### src/rtl/keypad_entry_buffer_pkg.sv
// Shared constants and state type for the keypad entry buffer.
// Key codes, display nibble glyphs and the entry FSM states.
package keypad_entry_buffer_pkg;

   localparam logic [3:0] KEY_STAR  = 4'd10;
   localparam logic [3:0] KEY_HASH  = 4'd11;

   localparam logic [3:0] NIB_BLANK = 4'hF;
   localparam logic [3:0] NIB_MASK  = 4'hA;

   typedef enum logic [1:0] {
      ST_IDLE    = 2'd0,
      ST_ENTRY   = 2'd1,
      ST_CONVERT = 2'd2,
      ST_HOLD    = 2'd3
   } state_e;

endpackage

### src/rtl/keypad_entry_buffer_bcd_serial_to_bin.sv
// Serial BCD-to-binary converter: acc = acc*10 + nibble, MSB nibble first.
// Ports: clk, rst (sync, active high), start_i, nibble_i in;
//        nib_idx_o (nibble to feed next), acc_o, done_o out.
module bcd_serial_to_bin
   import keypad_entry_buffer_pkg::*;
#(
   parameter int DIGITS = 4,
   parameter int VAL_W  = 14,
   parameter int IW     = (DIGITS > 1) ? $clog2(DIGITS) : 1
) (
   input  logic             clk,
   input  logic             rst,
   input  logic             start_i,
   input  logic [3:0]       nibble_i,
   output logic [IW-1:0]    nib_idx_o,
   output logic [VAL_W-1:0] acc_o,
   output logic             done_o
);

   logic             run_q;
   logic [IW-1:0]    cnt_q;
   logic [VAL_W-1:0] acc_q;
   logic [VAL_W-1:0] acc_d;

   // x10 as x8 + x2; wraps silently if VAL_W is undersized.
   assign acc_d = (acc_q << 3)
                + (acc_q << 1)
                + VAL_W'(nibble_i);

   assign nib_idx_o = IW'(DIGITS - 1) - cnt_q;
   assign done_o    = run_q
                   && (cnt_q == IW'(DIGITS - 1));
   assign acc_o     = acc_q;

   always_ff @(posedge clk) begin
      if (rst) begin
         run_q <= 1'b0;
         cnt_q <= '0;
         acc_q <= '0;
      end else if (start_i) begin
         run_q <= 1'b1;
         cnt_q <= '0;
         acc_q <= '0;
      end else if (run_q) begin
         acc_q <= acc_d;
         if (done_o) begin
            run_q <= 1'b0;
         end else begin
            cnt_q <= cnt_q + IW'(1);
         end
      end
   end

endmodule

### src/rtl/keypad_entry_buffer.sv
// Keypad entry buffer: assembles decimal entries, drives FND, commits binary.
// Ports: clk, rst, key_value/key_valid in; disp_bcd, digit_count out;
//        entry_value/entry_valid out, entry_ready in; busy, overflow,
//        timeout out. Macro KEYPAD_PIN_MASK_EN shows dashes for digits.
module keypad_entry_buffer
   import keypad_entry_buffer_pkg::*;
#(
   parameter int          DIGITS      = 4,
   parameter int          VAL_W       = 14,
   parameter int unsigned TIMEOUT_CYC = 250000000
) (
   input  logic                          clk,
   input  logic                          rst,
   input  logic [3:0]                    key_value,
   input  logic                          key_valid,
   output logic [4*DIGITS-1:0]           disp_bcd,
   output logic [$clog2(DIGITS+1)-1:0]   digit_count,
   output logic [VAL_W-1:0]              entry_value,
   output logic                          entry_valid,
   input  logic                          entry_ready,
   output logic                          busy,
   output logic                          overflow,
   output logic                          timeout
);

   localparam int DW = 4 * DIGITS;
   localparam int CW = $clog2(DIGITS + 1);
   localparam int IW = (DIGITS > 1) ? $clog2(DIGITS) : 1;
   localparam int TW = (TIMEOUT_CYC < 2)
                     ? 1 : $clog2(TIMEOUT_CYC + 1);

   state_e         state_q, state_d;
   logic [DW-1:0]  dig_q, dig_d;
   logic [CW-1:0]  cnt_q, cnt_d;
   logic [TW-1:0]  tmo_q, tmo_d;
   logic           ovf_q, ovf_d;
   logic           tout_q, tout_d;

   logic           is_digit;
   logic           tmo_fire;
   logic           conv_start;
   logic           conv_done;
   logic [IW-1:0]  conv_idx;
   logic [3:0]     conv_nib;
   logic [3:0]     nib [DIGITS];

   assign is_digit = (key_value < 4'd10);

   // Fires on the TIMEOUT_CYC-th consecutive idle cycle in ENTRY.
   assign tmo_fire = (TIMEOUT_CYC != 0)
                  && (tmo_q == TW'(TIMEOUT_CYC - 1));

   assign conv_nib = nib[conv_idx];

   for (genvar i = 0; i < DIGITS; i++) begin : g_disp
      logic occ;
      assign occ    = (CW'(i) < cnt_q);
      assign nib[i] = dig_q[4*i +: 4];
`ifdef KEYPAD_PIN_MASK_EN
      assign disp_bcd[4*i +: 4] = occ ? NIB_MASK
                                      : NIB_BLANK;
`else
      assign disp_bcd[4*i +: 4] = occ ? nib[i]
                                      : NIB_BLANK;
`endif
   end

   always_comb begin
      state_d    = state_q;
      dig_d      = dig_q;
      cnt_d      = cnt_q;
      tmo_d      = '0;
      ovf_d      = 1'b0;
      tout_d     = 1'b0;
      conv_start = 1'b0;
      unique case (state_q)
         ST_IDLE: begin
            if (key_valid && is_digit) begin
               dig_d   = DW'(key_value);
               cnt_d   = CW'(1);
               state_d = ST_ENTRY;
            end
         end
         ST_ENTRY: begin
            if (key_valid) begin
               if (is_digit) begin
                  if (cnt_q < CW'(DIGITS)) begin
                     dig_d = (dig_q << 4)
                           | DW'(key_value);
                     cnt_d = cnt_q + CW'(1);
                  end else begin
                     ovf_d = 1'b1;
                  end
               end else if (key_value == KEY_STAR) begin
                  // Vacated top nibble shifts in as zero.
                  dig_d = dig_q >> 4;
                  cnt_d = cnt_q - CW'(1);
                  if (cnt_q == CW'(1)) begin
                     state_d = ST_IDLE;
                  end
               end else if (key_value == KEY_HASH) begin
                  conv_start = 1'b1;
                  state_d    = ST_CONVERT;
               end
            end else if (tmo_fire) begin
               dig_d   = '0;
               cnt_d   = '0;
               tout_d  = 1'b1;
               state_d = ST_IDLE;
            end else begin
               tmo_d = tmo_q + TW'(1);
            end
         end
         ST_CONVERT: begin
            if (conv_done) begin
               state_d = ST_HOLD;
            end
         end
         ST_HOLD: begin
            if (entry_ready) begin
               dig_d   = '0;
               cnt_d   = '0;
               state_d = ST_IDLE;
            end
         end
         default: begin
            state_d = ST_IDLE;
         end
      endcase
   end

   always_ff @(posedge clk) begin
      if (rst) begin
         state_q <= ST_IDLE;
         dig_q   <= '0;
         cnt_q   <= '0;
         tmo_q   <= '0;
         ovf_q   <= 1'b0;
         tout_q  <= 1'b0;
      end else begin
         state_q <= state_d;
         dig_q   <= dig_d;
         cnt_q   <= cnt_d;
         tmo_q   <= tmo_d;
         ovf_q   <= ovf_d;
         tout_q  <= tout_d;
      end
   end

   bcd_serial_to_bin #(
      .DIGITS (DIGITS),
      .VAL_W  (VAL_W),
      .IW     (IW)
   ) u_conv (
      .clk       (clk),
      .rst       (rst),
      .start_i   (conv_start),
      .nibble_i  (conv_nib),
      .nib_idx_o (conv_idx),
      .acc_o     (entry_value),
      .done_o    (conv_done)
   );

   assign digit_count = cnt_q;
   assign entry_valid = (state_q == ST_HOLD);
   assign busy        = (state_q == ST_CONVERT)
                     || (state_q == ST_HOLD);
   assign overflow    = ovf_q;
   assign timeout     = tout_q;

endmodule

### config.mk
export PLATFORM = sky130hd
export DESIGN_NAME = keypad_entry_buffer
export DESIGN_NICKNAME = d
export VERILOG_FILES = /design/src/rtl/keypad_entry_buffer_pkg.sv /design/src/rtl/keypad_entry_buffer_bcd_serial_to_bin.sv /design/src/rtl/keypad_entry_buffer.sv
export SDC_FILE = /design/constraint.sdc
export NUM_CORES = 1
export LEC_CHECK = 0
export BUFFER_PORTS_ARGS = -buffer_cell sky130_fd_sc_hd__buf_2
export CORE_UTILIZATION = 35
export CTS_CLUSTER_SIZE = 25
export DETAILED_ROUTE_END_ITERATION = 12
export PLACE_DENSITY = 0.58
export SLEW_MARGIN = 20
export SYNTH_ARGS = -nofsm -noshare
export SYNTH_HDL_FRONTEND = slang
export SYNTH_SLANG_ARGS = --single-unit
### constraint.sdc
create_clock -name clk -period 8.4 [get_ports clk]
set_clock_uncertainty 0.05 [all_clocks]
set_input_delay 0.84 -clock clk [delete_from_list [all_inputs] [get_ports clk]]
set_output_delay 0.84 -clock clk [all_outputs]
set_load 0.02 [all_outputs]
# After elaboration in Yosys (flattened, before gate mapping)
# Cells that the tools add are included.
# classes
bitwise_logic	6
shift	0
magnitude_cmp	7
mux	43
n_eq_ne	17
reduce_logical	12
multipliers	0
n_addsub	7
div_mod_pow	0
# ops
cell	count
two-way mux 16 bit	7
one-hot mux 16 bit (3 select lines)	1
adder 28 x 1 -> 28 bit (second input constant)	1
equality test 28 bit (second input constant)	1
two-way mux 4 bit	6
two-way mux 3 bit	7
two-way mux 2 bit	9
!= test 4 bit (second input constant)	4
bitwise OR 16 x 4 -> 16 bit	1
adder 14 bit	1
adder 14 x 4 -> 14 bit	1
two-way mux 1 bit	10
one-hot mux 3 bit (3 select lines)	1
binary-select mux 4 bit (select 2 bit)	1
equality test 4 bit (second input constant)	2
one-hot mux 2 bit (4 select lines)	1
OR reduction 4 bit	2
AND reduction 7 bit	1
equality test 2 bit (second input constant)	3
< comparator 1 x 3 -> 1 bit (first input constant)	2
< comparator 2 x 3 -> 1 bit (first input constant)	2
!= test 3 bit (second input constant)	2
AND reduction 6 bit	1
< comparator 4 bit (second input constant)	1
19 further kinds	24
# totals
rom_bits	0
mem_bits_rw	0
latch_bits	0
elab_cells	101
output_inout_bits	37
mem_count	0
reg_bits	68

# Longest topological paths before layout
# Gate-level depths: netlist of run 1.
# depth
ltp_word	7
mapped_depth	11

# Hierarchy
# A second synthesis of run 1 with hierarchy kept.
# hier_totals
hier_cells	483
hier_area_um2	4058.9
# modules_own_cells
module	area_each_um2	instances	cells_per_inst	seq_area_each_um2
keypad_entry_buffer	2717.6	1	329	1021.0
bcd_serial_to_bin	1341.3	1	154	340.3

# Worst setup path after synthesis of run 1
# No wires, ideal clock.
# synth_path
kind	reg-to-reg
from	register u_conv.cnt_q[1]
to	register u_conv.acc_q[10], in the netlist u_conv.acc_o[10]
stages_incl_launch_ff	11
slack_ns	5.512
t_arrival_ns	2.701
setup_time_ns	0.136
period_less_slack_ns	2.888
path_cell_list	dfxtp_1 mux4_2 inv_1 fa_1 fa_1 nor2b_1 o31a_1 o21ai_0 a21oi_1 xnor2_1 a21oi_1
# synth_between
elab_chain_len	6
# synth_rtl
element	line_no	text
start, declared	keypad_entry_buffer_bcd_serial_to_bin.sv:21	logic [IW-1:0] cnt_q;
start signal, assigned	keypad_entry_buffer_bcd_serial_to_bin.sv:49	cnt_q <= cnt_q + IW'(1);
subtractor 2 bit	keypad_entry_buffer_bcd_serial_to_bin.sv:30	assign nib_idx_o = IW'(DIGITS - 1) - cnt_q;
NOT 2 -> 3 bit (implied by the code)	keypad_entry_buffer.sv:53	assign conv_nib = nib[conv_idx];
binary-select mux 4 bit (select 2 bit)	keypad_entry_buffer.sv:53	
two-way mux 4 bit (implied by the code) (2 in a row)	keypad_entry_buffer.sv:53	
adder 14 x 4 -> 14 bit	keypad_entry_buffer_bcd_serial_to_bin.sv:28	+ VAL_W'(nibble_i);
end signal, assigned	keypad_entry_buffer_bcd_serial_to_bin.sv:39	acc_q <= '0;
end signal, assigned	keypad_entry_buffer_bcd_serial_to_bin.sv:43	acc_q <= '0;
end signal, assigned	keypad_entry_buffer_bcd_serial_to_bin.sv:45	acc_q <= acc_d;
end, declared	keypad_entry_buffer_bcd_serial_to_bin.sv:22	logic [VAL_W-1:0] acc_q;
# No other way between the ends. The select of a mux whose other input is x is not followed.
# A chain may end at the register's enable or synchronous reset.

# Worst setup path after layout of run 1
# layout_path
from	register u_conv.cnt_q[1]
to	register u_conv.acc_q[12], in the netlist u_conv.acc_o[12]
# Same word-level chain as after synthesis.

==> results of run 1 <==
worst paths after layout:
path	startpoint	endpoint	cells after the start
worst max-delay path	u_conv.cnt_q[1]	u_conv.acc_o[12]	10
worst min-delay path	tmo_q[0]	tmo_q[0]	1
worst max register to register	u_conv.cnt_q[1]	u_conv.acc_o[12]	10
worst min register to register	tmo_q[0]	tmo_q[0]	1
area by class of cell:
| class | instances | area [µm²] | share of cell area (%) |
|---|---|---|---|
| Sequential cell | 68 | 1360 | 29.7 |
| Tap cell | 140 | 175 | 3.82 |
| Inverter | 17 | 63.8 | 1.39 |
| Multi-Input combinational cell | 362 | 2450 | 53.5 |
| Clock buffer | 10 | 239 | 5.22 |
| Clock inverter | 6 | 63.8 | 1.39 |
| Timing Repair Buffer | 45 | 228 | 4.97 |
cell usage after synthesis (2+ instances only):
cell type and count:
and3_1 6, ha_1 27, a21o_1 5, fa_1 2, mux4_2 4, clkbuf_1 14, nand2_1 37, nor3_1 12
nor4b_1 3, nand3_1 23, a21oi_1 35, or3_1 4, nand3b_1 2, buf_2 4, nor4_1 2, or2_2 12
o21ai_0 14, nor2_1 63, nand2b_1 13, and4_1 2, nand4_1 4, a211oi_2 3, o21a_1 3, a31oi_1 7
dfxtp_1 68, xor2_1 13, mux2i_1 19, inv_1 17, a211oi_1 2, xnor2_1 20, buf_6 3, nor2b_1 4
a22oi_1 4, and3b_1 2
flip-flops by register name, indices dropped and copies added, names as in the netlist, named ones only:
register and count:
tmo_q 28, dig_q 16, u_conv.acc_o 14, digit_count 3, u_conv.cnt_q 2, overflow 1, state_q 1, timeout 1
u_conv.run_q 1
kinds of logic (layout without fill, tap and decap cells):
group,after synthesis,count (layout),synth area share (%)
buffers and inverters,38,78,4.27
AO/OA/AOI/OAI,80,80,12.5
flip-flops,68,68,34.2
AND/OR/NAND/NOR,197,197,25.2
XOR/XNOR,33,33,7.26
adder cells (fa/ha/maj),29,29,9.49
multiplexers,23,23,7.04
through the flow:
| step | hold slack, ps | instance area [µm²] | std cells | worst slack (ps) | power (W) |
|---|---|---|---|---|---|
| 2_1_floorplan | 368 | 3980 | 468 | 5510 | 0.000373 |
| 3_3_place_gp | 381 | 4280 | 632 | 5330 | 0.000384 |
| 3_5_place_dp | 395 | 4280 | 632 | 5270 | 0.000385 |
| 4_1_cts | 403 | 4580 | 648 | 5250 | 0.000769 |
| 5_1_grt | 406 | 4580 | 648 | 5120 | 0.000789 |
| 6_report | 398 | 4580 | 648 | 5270 | 0.000761 |
per-layer routing:
layer / GRT usage, % / vias up / part of all wire (%)
met2: 25.2 / 85 / 43
met4: 5.98 / 0 / 1.4
met1: 23.8 / 1619 / 50
met5: 0 / - / 0
met3: 3.95 / 9 / 5.6
li1: - / 1695 / -
worst reg2reg max path, stage by stage (launching register included):
cell and delay [ps]:
dfxtp_1 490, mux4_2 540, inv_1 80, fa_1 450, fa_1 480, nor2b_1 160
o31a_1 150, o21ai_0 140, a21oi_1 200, xnor2_1 140, a21oi_1 80
power by group through the flow:
| stage | logic, W | clock network, W | registers (W) |
|---|---|---|---|
| floorplan | 0.0000370 | 0 | 0.000336 |
| global placement | 0.0000458 | 0 | 0.000338 |
| detailed placement | 0.0000466 | 0 | 0.000338 |
| CTS | 0.0000469 | 0.000392 | 0.000331 |
| global route | 0.0000511 | 0.000406 | 0.000332 |
| finish | 0.0000468 | 0.000383 | 0.000331 |
==> qor.yml, run 1 <==
sta:
  finalCritPeriodShare_pct: 37.2
  setup_viol: 0
  relSlewSlack_pct: 30.1
  max_freq_mhz: 320
  final-hold-violation-count: 0
  tightest_slew_ps: 1050
  rsz0062_at_grt: "false"
  fin_crit_ps: 3130
  slew_viol_final: 0
  tns_ps: 0
clocking:
  postCtsSetupRepairBufs: 0
  cts_max_path_buffers: 2
  cts_sinks: 68
  cts_max_level: 3
  cts_hold_repair.buffers: 0
  cts-root-buf: "clkbuf_16"
  post_cts_resized: 0
  path_clk_slew_ps: 60
  numCtsBuffers: 9
  cts_tree: "done"
  insertion_delay_ps: 330
floorplanning:
  die_y_um: 109
  ioPinCount: 45
  num_rows: 38
  die_x_um: 109
  die_area_um2: 11800
  core_area_um2: 11000
  initial_core_util_pct: 36.2
route:
  first_pass_iters: 4
  drc: 0
  wl_per_cell_um: 14.5
  vias: 3408
  drtIter0Drc: 233
  wl_mm: 9.37
  ant_nets: 0
  avgViaCountPerCell: 5.26
global_routing:
  grt_usage_pct: 17.0
  grt_first_pass_wirelength_mm: 15.7
  grt_max_degree: 29
  antenna_found_initial: 0
  overflow: 0
  grt_pass1_vias: 3117
flow_run:
  cap_violations: 0
logic_synthesis:
  synth_edf_count: 0
  yosys-top-cells-area: "dfxtp_1 (34%), ha_1 (8.5%), nor2_1 (5.9%)"
  syn_area_um2: 3980
  synthFlopType: "dfxtp_1"
  synth_cells: 468
  avgSynthCellArea_um2: 8.51
  synth_top_cell_by_area: "dfxtp_1"
  synth_seq_cells: 68
  yosysUniqueCellTypes: 49
  ys_seq_area_share_pct: 34.2
  syn_nets: 505
  synth_top_area_share_pct: 34.2
  yosysWarnings: 0
  async_reset_ff_share_pct: 0
power:
  vdd_drop_max_mv: 0.141
  seqPwrFrac_pct: 43.5
  p_leak_nw: 1.77
  p_sw_w: 0.000182
  cellPowerDensity_nw_per_um2: 166
  switching_share_pct: 23.9
  intPower_w: 0.000579
  combPwrFrac_pct: 6.1
  clkPwrFrac_pct: 50.4
finish:
  diodes: 0
  final_util_pct: 41.7
  nets: 540
  layout_commonest_cell: "dfxtp_1"
  final_layout_size_suffix_gt1_share_pct: 17.1
  nFillCells: 1101
  final_cell_mix: "dfxtp_1 (68), nor2_1 (63), buf_2 (44), nand2_1 (37), a21oi_1 (35)"
  area_delta_synth_final_pct: 15.1
placed_design:
  place_congestion: 0.925
  detailed_place_hpwl_mm: 6.64
  io_buffers: 44
hold_path:
  hold_class: "reg2reg"
outcome:
  status: "complete, no violations"
setup_path:
  cp-start-kind: "register"
  cpPeakStageDelay_ps: 540
  worstSetupPathType: "reg2reg"
  worstPathMaxFanout: 6
  critPathRequiredTime_ps: 8530
  cp_slowest_cell: "mux4_2"
  r2r_slack_ps: 5270
  cpLargestDelayFamily: "adder cells"
  critPathBufInv: 1
  crit_arrival_ps: 3260
  cp-end-kind: "register"
  crit_path_cell_trace: "mux4_2, inv_1, fa_1, fa_1, nor2b_1, o31a_1, o21ai_0, a21oi_1, xnor2_1, a21oi_1"
No activity file was read; power rests on OpenSTA's default activity.
==> run 2: changes to the inputs <==
- ABC_AREA: unset -> 1
- PLACE_DENSITY: 0.58 -> 0.6
- clock period: 8.4 -> 2.7 ns (I/O delays scaled with it)
==> run 2 against run 1 <==
  * Register-to-register slack worse by 5100 ps
  * Combinational power increased to 8.6 times the previous value
  * Maximum frequency up 25%
  * Non-clock buffer count is 4 higher
  * Hold slack got worse by 280 ps
  * Final area rose by 14%
  * Total power rose to 3.5 times the previous value
  * Critical path type unchanged
  * Largest power group unchanged
==> qor.yml, run 2 <==
route:
  wl_mm: 11.2  # +19%
  first_pass_iters: 4  # unchanged
  avgViaCountPerCell: 4.74  # -9.9%
  ant_nets: 0  # unchanged
  wl_per_cell_um: 12.1  # -17%
  vias: 4399  # +29%
  drtIter0Drc: 366  # +57%
  drc: 0  # unchanged
logic_synthesis:
  muxShareOfSynthArea_pct: 0  # -7.0 points
  yosysMostFrequentCell: "nand2_1"
  synth_top_family_by_area: "simple AND/OR/NAND/NOR gates"
  synth_simple_gate_area_share_pct: 38.2  # +13 points
  avgSynthCellArea_um2: 6.43  # -24%
  synth_fa_ha_area_share_pct: 8.27  # -1.2 points
  synth_common_cells: "nand2_1 (184), nor2_1 (110), inv_1 (89), dfxtp_1 (68), a21oi_1 (65)"
  syn_nets: 747  # +48%
  yosys-top-cells-area: "dfxtp_1 (30%), nand2_1 (15%), nor2_1 (9.0%)"
  synth_cells: 710  # +52%
  yosysUniqueCellTypes: 39  # -20%
  synthFlopType: "dfxtp_1"
  synth_top_area_share_pct: 29.8  # -4.4 points
  yosys.area_share.xor_xnor_pct: 2.68  # -4.6 points
  synth_compound_area_share_pct: 10.1  # -2.5 points
  synth_top_cell_by_area: "dfxtp_1"
  yosysWarnings: 0  # unchanged
  synth_edf_count: 0  # unchanged
  synth_seq_cells: 68  # unchanged
  ys_seq_area_share_pct: 29.8  # -4.4 points
  async_reset_ff_share_pct: 0  # unchanged
  syn_area_um2: 4570  # +15%
global_routing:
  overflow: 0  # unchanged
  grt_usage_pct: 18.1  # +1.1 points
  grt_first_pass_wirelength_mm: 18.9  # +21%
  antenna_found_initial: 0  # unchanged
  grt_max_degree: 34  # +17%
  grt_pass1_vias: 3901  # +25%
finish:
  final_layout_size_suffix_gt1_share_pct: 12.2  # -5.0 points
  final_cell_mix: "nand2_1 (184), nor2_1 (110), inv_1 (86), dfxtp_1 (66), a21oi_1 (65)"
  nFillCells: 1384  # +26%
  layout_commonest_cell: "nand2_1"
  nets: 788  # +46%
  area_delta_synth_final_pct: 14.2
  diodes: 0  # unchanged
  largest_register_ff_count: 28  # unchanged
  top_register: "tmo_q"
floorplanning:
  ioPinCount: 45  # unchanged
  die_area_um2: 13500  # +14%
  num_rows: 41  # +7.9%
  core_area_um2: 12700  # +15%
  initial_core_util_pct: 36.0  # -0.21 points
  die_x_um: 116  # +7.0%
  die_y_um: 116  # +7.0%
setup_path:
  worst-r2r-cell-count: 13  # +3
  crit_arrival_ps: 2690  # -570 ps
  worstSetupPathType: "reg2reg"
  worstPathMaxFanout: 11  # +5
  critPathRequiredTime_ps: 2890  # -5640 ps
  cp-start-kind: "register"
  crit_start: "u_conv.cnt_q[0]"
  r2r-start: "u_conv.cnt_q[0]"
  cp-end-kind: "register"
clocking:
  cts_max_level: 3  # unchanged
  path_clk_slew_ps: 60  # about the same
  postCtsSetupRepairBufs: 0  # unchanged
  cts_sinks: 68  # unchanged
  numCtsBuffers: 9  # unchanged
  cts-root-buf: "clkbuf_16"
  cts_tree: "done"
  cts_max_path_buffers: 2  # unchanged
  insertion_delay_ps: 340  # about the same
  cts_hold_repair.buffers: 0  # unchanged
hold_path:
  min_from: "key_valid"
  hold_class: "in2reg"
  hold_depth: 2  # +1
sta:
  tns_ps: 0  # unchanged
  relSlewSlack_pct: 58.3  # +28 points
  setup_viol: 0  # unchanged
  max_freq_mhz: 400  # +25%
  fin_crit_ps: 2500  # -625 ps
  tightest_slew_ps: 618  # -430 ps
  final-hold-violation-count: 0  # unchanged
  finalCritPeriodShare_pct: 92.6  # +55 points
  slew_viol_final: 0  # unchanged
  rsz0062_at_grt: "true"
outcome:
  status: "complete, no violations"
flow_run:
  cap_violations: 0  # unchanged
power:
  p_total_w: 0.00270  # +250%
  vdd_drop_max_mv: 0.288  # +100%
  cellPowerDensity_nw_per_um2: 517  # +210%
  p_leak_nw: 2.38  # +35%
placed_design:
  place_congestion: 0.877  # -5.1%
  io_buffers: 44  # unchanged
  detailed_place_hpwl_mm: 8.35  # +26%
-- run 2: cell count changes after synthesis, moves of 8 or more --
cell	change
a21oi_1	+30
or2_2	-9
nand3_1	+25
nor2_1	+47
nand2_1	+147
nand4_1	+8
mux2i_1	-19
inv_1	+72
clkbuf_1	-8
xnor2_1	-16
nand2b_1	-13
-- run 2: final timing paths --
check | to | slack, ps
max reg2reg | u_conv.acc_o[10] | 200
min | timeout | 120
max | u_conv.acc_o[10] | 200
min reg2reg | tmo_q[0] | 400
-- run 2: worst max-delay path: stages, from the launching register on --
cell	delay, ps
dfxtp_4	380
o21ai_0	160
a21oi_1	50
a21oi_1	160
fa_1	480
fa_1	480
inv_2	90
nand3_1	60
nand3_1	110
nand4_1	110
nand3_1	90
nand3_1	70
nand2_1	60
inv_1	30
-- run 2: cell type report --
type | instances | area (µm²) | share of cell area (%)
Clock buffer | 13 | 260 | 4.99
Timing Repair Buffer | 49 | 258 | 4.94
Tap cell | 172 | 215 | 4.13
Clock inverter | 3 | 45.0 | 0.864
Sequential cell | 68 | 1370 | 26.2
Inverter | 96 | 363 | 6.96
Multi-Input combinational cell | 527 | 2710 | 51.9
-- run 2: metrics by stage --
step           area (µm²)  utilization, %  setup slack (ps)  hold WS [ps]  cells
4_1_cts              5200            41.1              74.2           106    928
3_3_place_gp         4900            38.7              80.9           381    912
6_report             5220            41.2               200           120    928
2_1_floorplan        4570               -               163           299    710
5_1_grt              5220            41.2             -21.6           120    928
3_5_place_dp         4900            38.7             -3.52           392    912
-- run 2: kinds of logic (layout without fill, tap and decap cells) --
group,after synthesis,after routing
AO/OA/AOI/OAI,89,89
XOR/XNOR,14,14
adder cells (fa/ha/maj),29,29
buffers and inverters,115,161
flip-flops,68,68
AND/OR/NAND/NOR,395,395
-- run 2: timing repair --
action                                  4_1_cts  5_1_grt
endpoints found under the setup margin        1        3
gates resized for setup                       1        7
pin swaps                                     0        0
-- run 2: metal layers --
metal / global-route usage (%) / vias to the layer above / wire length [µm]
li1: - / 2343 / -
met1: 25.0 / 1962 / 5650
met2: 27.4 / 81 / 4870
met3: 3.68 / 13 / 479
met4: 7.26 / 0 / 189
met5: 0 / - / 0
-- run 2: report_power, final --
group          internal, W  switching [W]
combinational     0.000134       0.000270
sequential         0.00104      0.0000438
clock             0.000766       0.000444
